==> src/rtl/enc_display_if.sv <==
// Bus between the encoder decoder and its display stage: position and step
// pulses in, segment drive, digit select and direction LEDs out.
interface enc_display_if;
  logic [4:0] pos;
  logic       step_up;
  logic       step_dn;
  logic [6:0] seg;
  logic       digit_sel;
  logic [1:0] dir_led;

  modport master (
    output pos, step_up, step_dn,
    input  seg, digit_sel, dir_led
  );

  modport slave (
    input  pos, step_up, step_dn,
    output seg, digit_sel, dir_led
  );
endinterface

==> src/rtl/enc_display.sv <==
// Display stage for the rotary-encoder decoder: shows the 0-19 position on a
// two-digit multiplexed seven-segment Pmod and stretches step pulses into
// visible direction LEDs.
module enc_display #(
  parameter int unsigned REFRESH_DIV    = 100000,
  parameter int unsigned STRETCH_CYCLES = 10000000
) (
  input logic          clk,
  input logic          BTN,
  enc_display_if.slave bus
);

  localparam int unsigned RefW = (REFRESH_DIV > 1) ? $clog2(REFRESH_DIV) : 1;
  localparam int unsigned StrW = $clog2(STRETCH_CYCLES + 1);
  localparam logic [RefW-1:0] RefMax      = RefW'(REFRESH_DIV - 1);
  localparam logic [StrW-1:0] StretchLoad = StrW'(STRETCH_CYCLES);

  localparam logic [6:0] SegDash  = 7'h40;
  localparam logic [6:0] SegBlank = 7'h00;
  localparam logic [6:0] SegOne   = 7'h06;

  logic [4:0]      pos_q;
  logic [RefW-1:0] ref_cnt, ref_cnt_d;
  logic            digit_sel, sel_next, ref_wrap;
  logic [6:0]      seg, seg_d, ones_code;
  logic            tens;
  logic [3:0]      ones;
  logic [StrW-1:0] up_cnt, up_cnt_d, dn_cnt, dn_cnt_d;
  logic [1:0]      dir_led;

  // Refresh counter; sel_next is the digit select registered this cycle, so
  // seg is computed against it and the two outputs never skew.
  always_comb begin
    ref_wrap  = (ref_cnt == RefMax);
    ref_cnt_d = ref_wrap ? '0 : ref_cnt + RefW'(1);
    sel_next  = digit_sel ^ ref_wrap;
  end

  // Decimal split of the registered position and ones-digit segment code.
  always_comb begin
    tens = (pos_q >= 5'd10);
    ones = tens ? 4'(pos_q - 5'd10) : pos_q[3:0];
    case (ones)
      4'd0:    ones_code = 7'h3F;
      4'd1:    ones_code = 7'h06;
      4'd2:    ones_code = 7'h5B;
      4'd3:    ones_code = 7'h4F;
      4'd4:    ones_code = 7'h66;
      4'd5:    ones_code = 7'h6D;
      4'd6:    ones_code = 7'h7D;
      4'd7:    ones_code = 7'h07;
      4'd8:    ones_code = 7'h7F;
      4'd9:    ones_code = 7'h6F;
      default: ones_code = SegDash;
    endcase
  end

  // Segment selection: dash for out-of-range, leading-zero blanking on tens.
  always_comb begin
    seg_d = ones_code;
    if (pos_q > 5'd19) begin
      seg_d = SegDash;
    end else if (sel_next) begin
      seg_d = tens ? SegOne : SegBlank;
    end
  end

  // Pulse stretchers: last direction wins; a simultaneous up+down is ignored.
  always_comb begin
    up_cnt_d = (up_cnt != '0) ? up_cnt - StrW'(1) : '0;
    dn_cnt_d = (dn_cnt != '0) ? dn_cnt - StrW'(1) : '0;
    if (bus.step_up && !bus.step_dn) begin
      up_cnt_d = StretchLoad;
      dn_cnt_d = '0;
    end else if (bus.step_dn && !bus.step_up) begin
      dn_cnt_d = StretchLoad;
      up_cnt_d = '0;
    end
  end

  // All state, with synchronous reset.
  always_ff @(posedge clk) begin
    if (BTN) begin
      pos_q     <= '0;
      ref_cnt   <= '0;
      digit_sel <= 1'b0;
      seg       <= SegBlank;
      up_cnt    <= '0;
      dn_cnt    <= '0;
      dir_led   <= 2'b00;
    end else begin
      pos_q     <= bus.pos;
      ref_cnt   <= ref_cnt_d;
      digit_sel <= sel_next;
      seg       <= seg_d;
      up_cnt    <= up_cnt_d;
      dn_cnt    <= dn_cnt_d;
      dir_led   <= {dn_cnt != '0, up_cnt != '0};
    end
  end

  assign bus.seg       = seg;
  assign bus.digit_sel = digit_sel;
  assign bus.dir_led   = dir_led;

endmodule

==> src/flat_wrapper.sv <==
// flat-port wrapper written by rule: the top's interface ports become plain ports
module enc_display_flat 
#(
  parameter int unsigned REFRESH_DIV    = 100000,
  parameter int unsigned STRETCH_CYCLES = 10000000
)
  (clk, BTN, bus_pos, bus_step_up, bus_step_dn, bus_seg, bus_digit_sel, bus_dir_led);
  enc_display_if bus_i ();
  input logic clk;
  input logic BTN;
  input wire logic [$bits(bus_i.pos)-1:0] bus_pos;
  input wire logic [$bits(bus_i.step_up)-1:0] bus_step_up;
  input wire logic [$bits(bus_i.step_dn)-1:0] bus_step_dn;
  output wire logic [$bits(bus_i.seg)-1:0] bus_seg;
  output wire logic [$bits(bus_i.digit_sel)-1:0] bus_digit_sel;
  output wire logic [$bits(bus_i.dir_led)-1:0] bus_dir_led;
  assign bus_i.pos = bus_pos;
  assign bus_i.step_up = bus_step_up;
  assign bus_i.step_dn = bus_step_dn;
  assign bus_seg = bus_i.seg;
  assign bus_digit_sel = bus_i.digit_sel;
  assign bus_dir_led = bus_i.dir_led;
  enc_display #(.REFRESH_DIV(REFRESH_DIV), .STRETCH_CYCLES(STRETCH_CYCLES)) u_core (.clk(clk), .BTN(BTN), .bus(bus_i));
endmodule
==> config.mk <==
export PLATFORM = sky130hd
export DESIGN_NAME = enc_display_flat
export DESIGN_NICKNAME = d
export VERILOG_FILES = /design/src/rtl/enc_display_if.sv /design/src/rtl/enc_display.sv /design/src/flat_wrapper.sv
export SDC_FILE = /design/constraint.sdc
export NUM_CORES = 1
export LEC_CHECK = 0
export CORE_ASPECT_RATIO = 0.7
export CORE_MARGIN = 2
export CORE_UTILIZATION = 60
export CTS_CLUSTER_DIAMETER = 30
export DETAILED_ROUTE_END_ITERATION = 7
export GPL_ROUTABILITY_DRIVEN = 0
export PLACE_DENSITY = 0.79
export SLEW_MARGIN = 0
export SYNTH_ARGS = -nofsm -noshare
export SYNTH_HDL_FRONTEND = slang
export SYNTH_SLANG_ARGS = --single-unit
==> constraint.sdc <==
create_clock -name clk -period 2.8 [get_ports clk]
set_input_delay 0.56 -clock clk [delete_from_list [all_inputs] [get_ports clk]]
set_output_delay 0.56 -clock clk [all_outputs]
set_load 0.05 [all_outputs]
Yosys cells after proc, flatten, opt, wreduce, memory -nomap -nowiden

Memories as Yosys holds them, arrays and structs flattened.
Cells that the tools add are included.

Bits in read-only memories: 112
Memories kept: 1
Word-level logic and storage cells: 41
Register bits after elaboration: 80

Memories:

| name             | words | width | read ports | clocked after memory_dff | wr ports | RTL line          | RTL |
|---|---|---|---|---|---|---|---|
| (name not given) | 16    | 7     | 1          | 0                        | 0        | enc_display.sv:43 | `case (ones)` |

$lt $le $gt $ge: 2
Bitwise gates (word level): 3
Mux-type cells: 9
Reductions and logical operators: 11
Eq/ne operators: 1
Add/subtract/negate cells: 4

Operators by type and width:

| kind                                                                  | count |
|---|---|
| 24-bit two-way mux                                                    | 5 |
| 24-bit nonzero test                                                   | 2 |
| 24-bit by 1-bit subtractor with 24-bit output, second input constant  | 2 |
| 17-bit by 1-bit adder with 17-bit output, second input constant       | 1 |
| 17-bit == test, second input constant                                 | 1 |
| 7-bit two-way mux                                                     | 2 |
| 4-bit OR reduction                                                    | 2 |
| 2-bit OR reduction                                                    | 3 |
| 5-bit by 4-bit >= comparator with 1-bit output, second input constant | 1 |
| 5-bit greater-than comparator, second input constant                  | 1 |
| 4-bit two-way mux                                                     | 1 |
| 4-bit subtractor, second input constant                               | 1 |
| 3-bit two-way mux                                                     | 1 |
| 1-bit logical AND                                                     | 2 |
| 1-bit logical NOT                                                     | 2 |
| 1-bit inverter                                                        | 2 |
| 1-bit bitwise XOR                                                     | 1 |

Logic depth before layout (Yosys ltp)

An unclocked memory read counts as a cell.

Depth after elaboration: 5
Mapped depth: 12
Depth with buffers taken out: 11

Worst setup path after synthesis

OpenSTA, ideal clock, no wires.

Kind: reg2reg
From: register u_core.pos_q[1]
To: register u_core.seg[1] (netlist: u_core.bus.seg[1])
Data arrival time: 2.184 ns
Data required time: 2.697 ns
Library setup time: 0.103 ns
Stages on the path, launching flop included: 11
Path slack: 0.514 ns
Clock period less this slack: 2.286 ns
Path through: dfxtp_1 > buf_2 > nor4bb_1 > nor3_2 > xnor2_1 > ha_1 > nor2_1 > a21oi_1 > o22ai_1 > a31o_2 > a222oi_1

Cells in the longest elaborated chain, start to end: 4
Elaborated cells on any way between the ends: 8

Ends and longest elaborated chain:

| element                                                                                   | RTL line                             | RTL |
|---|---|---|
| start, declared                                                                           | enc_display.sv:22                    | `logic [4:0] pos_q;` |
| start signal, assigned                                                                    | enc_display.sv:92                    | `pos_q <= bus.pos;` |
| 4-bit subtractor / 5-bit by 4-bit >= comparator with 1-bit output (equally long branches) | enc_display.sv:42, enc_display.sv:41 |  |
| 4-bit two-way mux                                                                         | enc_display.sv:42                    | `ones = tens ? 4'(pos_q - 5'd10) : pos_q[3:0];` |
| memory read 16 x 7 bit                                                                    | -                                    |  |
| 7-bit two-way mux                                                                         | enc_display.sv:63                    | `end else if (sel_next) begin` |
| end signal, assigned                                                                      | enc_display.sv:87                    | `seg <= SegBlank;` |
| end signal, assigned                                                                      | enc_display.sv:95                    | `seg <= seg_d;` |
| end, declared                                                                             | enc_display.sv:25                    | `logic [6:0] seg, seg_d, ones_code;` |

Several ways; a longest one is shown, not always the timed one.
A chain may end at the register's enable or synchronous reset.

Worst setup path in the final report

Ends and elaborated chain as after synthesis.

==> flow_summary_export.csv <==
group,metric,value,unit
routing,via_per_inst,5.868,
setup_path,rr_worst_depth,11,
setup_path,r2r_end,"u_core.bus.seg[1]",
cts,cts_resized,0,
yosys,yosysWarnings,0,
floorplanning,rows,24,
cts,worst_skew_pair.late_latency,340,ps
yosys,ys_ff_latch,80,
floorplanning,die_y,71.80,um
cts,numCtsBuffers,9,
setup_path,critPathLaunchType,"flip-flop",
setup_path,required,3040,ps
routing,drtIter0Drc,196,
placement,place_ws,232.2,ps
timing,skew,5.370,ps
cts,cts_setup_buffers,0,
timing,fin_ws,167.4,ps
timing,max-slew-margin-rel,41.80,%
timing,hold_viol_final,0,
yosys,synth_area,3940,um^2
timing,report.final.slew_viol_count,0,
floorplanning,die_area,7241,um^2
outcome,status,"complete, no violations",
setup_path,crit_path_end_kind,"flip-flop",
placement,dp_hpwl,5791,um
floorplanning,io-pin-count,19,
cts,hold_buffers,0,
setup_path,arrival,2880,ps
power_and_ir_drop,peakVddDrop,0.0004868,V
cts,cts_root_buf,"clkbuf_8",
finish,diodes,0,
timing,finalCritPeriodShare,94.02,%
yosys,ys_top_cells_by_area,"dfxtp_1 41%, nor2_1 7.5%, xnor2_1 6.4%, ha_1 4.1%, xor2_1 3.8%",
routing,dr.pass1.iters,5,
global_routing,grt_max_degree,17,
routing,wl,8063,um
yosys,synth.net_count,477,
timing,setup_viol,0,
floorplanning,fp.dieW,100.9,um
cts,cts_sinks,80,
global_routing,grt_pass1_wl,13980,um
flow_run,maxCapViolations,0,
cts,cts.clk_slew.worst_paths,80,ps
timing,period_needed,2633,ps
yosys,synth_cell_type_count,66,
routing,wl_per_cell,14.42,um
timing,final.setup.tns,0,ps
yosys,synth_edf_count,0,
yosys,syn_avg_cell_area,8.659,um^2
routing,drc,0,
yosys,synth_seq_area_share,40.65,%
timing,max_slew.worst_pin.slew,870.2,ps
worst_hold_path,hold_end,"u_core.ref_cnt[0]",
worst_hold_path,min-delay-start,"u_core.ref_cnt[0]",
finish,fin_nets,498,
placement,io_buffers,18,
yosys,ys.flop_type,"dfxtp_1",
global_routing,grt_overflow,0,
yosys,synthCells,455,
yosys,synth_top_area_share,40.65,%
floorplanning,initial_utilization,62.78,%
cts,cts_tree,"built",
yosys,synth_area_leader_cell,"dfxtp_1",
global_routing,antenna_found_initial,0,
setup_path,r2r_slack,170,ps
finish,final.fill_count,481,
yosys,async_flop_share,0,%
timing,max_freq,379.8,MHz
setup_path,worstSetupPathType,"flip-flop to flip-flop",
cts,cts.htree.levels,3,
cts,cts_buffer_depth,2,
worst_hold_path,holdPathStages,1,
power_and_ir_drop,p_leak,1.670,nW
timing,rsz0062_at_grt,"no",
setup_path,r2r-start,"u_core.pos_q[1]",
routing,ant_nets,0,
finish,drive_gt1_share,8.524,%
power_and_ir_drop,cellPowerDensity,857.8,nW/um^2
worst_hold_path,hold_class,"flip-flop to flip-flop",
floorplanning,core-area,6276,um^2
global_routing,grt_pass1_vias,3073,
routing,num_vias,3280,
setup_path,cp_max_fo,12,
global_routing,grt_usage,24.04,%
finish,area_delta_synth_final,12.04,%
-- Yosys cell counts (4+ instances only) --
master	instances
dfxtp_1	80
nor2_1	79
xnor2_1	29
a21oi_1	25
nand2_1	21
inv_1	18
nor3_1	18
xor2_1	17
ha_1	13
nand4_1	12
nand3_1	11
nor4_1	10
nor2b_1	9
clkbuf_1	8
o21ai_0	8
or3_1	7
o31ai_1	6
and3_1	5
o21a_1	5
or4_1	5
nand2b_1	4
or2_2	4
-- cell usage in the layout, fill, tap and decap left out, types with 2 or more instances in the layout --
cell type	synthesis	final
a211oi_1	2	2
a21oi_1	25	25
a31oi_1	3	3
and2_1	3	3
and3_1	5	5
and4_1	3	3
and4b_1	2	2
buf_4	1	6
bufinv_16	0	2
clkbuf_8	0	9
clkdlybuf4s50_1	0	18
clkinv_2	0	2
dfxtp_1	80	80
ha_1	13	13
inv_1	18	18
nand2_1	21	21
nand2b_1	4	4
nand3_1	11	11
nand4_1	12	12
nor2_1	79	79
nor2b_1	9	9
nor3_1	18	18
nor3_2	2	2
nor3b_1	3	3
nor4_1	10	10
nor4_4	2	2
nor4b_1	2	2
o21a_1	5	5
o21ai_0	8	8
o21ba_2	2	2
o31ai_1	6	6
o41ai_1	2	2
or2_2	4	4
or3_1	7	7
or4_1	5	5
xnor2_1	29	29
xor2_1	17	17
-- flip-flops by register name, indices dropped and copies added, names as in the netlist --
register / flops
u_core.up_cnt: 24
u_core.bus.dir_led: 2
u_core.bus.seg: 7
u_core.ref_cnt: 17
u_core.pos_q: 5
u_core.bus.digit_sel: 1
u_core.dn_cnt: 24
-- cell type report --
type / count / area, um^2 / share of cell area, %
clock buffer: 9 / 123.9 / 2.806
multi-input combinational: 343 / 2203 / 49.91
tap: 78 / 97.59 / 2.211
sequential: 80 / 1602 / 36.28
timing repair buffer: 24 / 225.2 / 5.102
clock inverter: 7 / 95.09 / 2.154
inverter: 18 / 67.56 / 1.531
-- layer usage --
metal,global-route usage [%],routed length (um)
met5,0,0
met4,5.327,57
met3,6.927,457
met2,36.81,3598
met1,33.84,3950
-- critical path: stages, from the launching register on --
cell and delay, ps:
dfxtp_1 550, inv_1 160, ha_1 250, nor2b_1 190
nor3_2 100, xnor2_1 190, ha_1 350, nor2_1 50
a21oi_1 130, o22ai_1 90, a31o_2 220, a222oi_1 250
-- stage by stage --
stage / utilization (%) / instances / area [um^2] / hold slack [ps] / total power [mW]
4_1_cts: 70.33 / 559 / 4414 / 461.8 / 3.801
2_1_floorplan: - / 455 / 3940 / 420.8 / 2.569
6_report: 70.33 / 559 / 4414 / 457.6 / 3.787
3_5_place_dp: 66.85 / 543 / 4195 / 444.4 / 2.871
3_3_place_gp: 66.85 / 543 / 4195 / 434.4 / 2.835
5_1_grt: 70.33 / 559 / 4414 / 487.2 / 4.031
-- power breakdown --
group          switching (mW)  total (mW)  leakage (nW)  internal [mW]
clock network           0.414       0.917         0.110          0.503
registers               0.172        1.48         0.656           1.31
logic                   0.779        1.38         0.904          0.606
-- cells by family (layout without fill, tap and decap cells) --
group                    after synthesis  in the layout  synth area share, %
AO/OA/AOI/OAI                         70             70                12.00
XOR/XNOR                              46             46                10.23
adder cells (fa/ha/maj)               13             13                4.128
buffers and inverters                 32             58                3.429
flip-flops                            80             80                40.65
multiplexers                           1              1               0.2541
AND/OR/NAND/NOR                      213            213                29.31
-- worst max path at each step --
stage | startpoint | end | slack [ps] | cells past startpoint
2_1_floorplan | u_core.pos_q[1] | u_core.bus.seg[1] | 510 | 10
3_3_place_gp | u_core.pos_q[1] | u_core.bus.seg[1] | 340 | 11
3_5_place_dp | u_core.pos_q[1] | u_core.bus.seg[1] | 230 | 11
4_1_cts | u_core.pos_q[1] | u_core.bus.seg[1] | 220 | 11
5_1_grt | u_core.pos_q[1] | u_core.bus.seg[1] | 20 | 11
6_report | u_core.pos_q[1] | u_core.bus.seg[1] | 170 | 11
No activity file was read; power rests on OpenSTA's default activity.
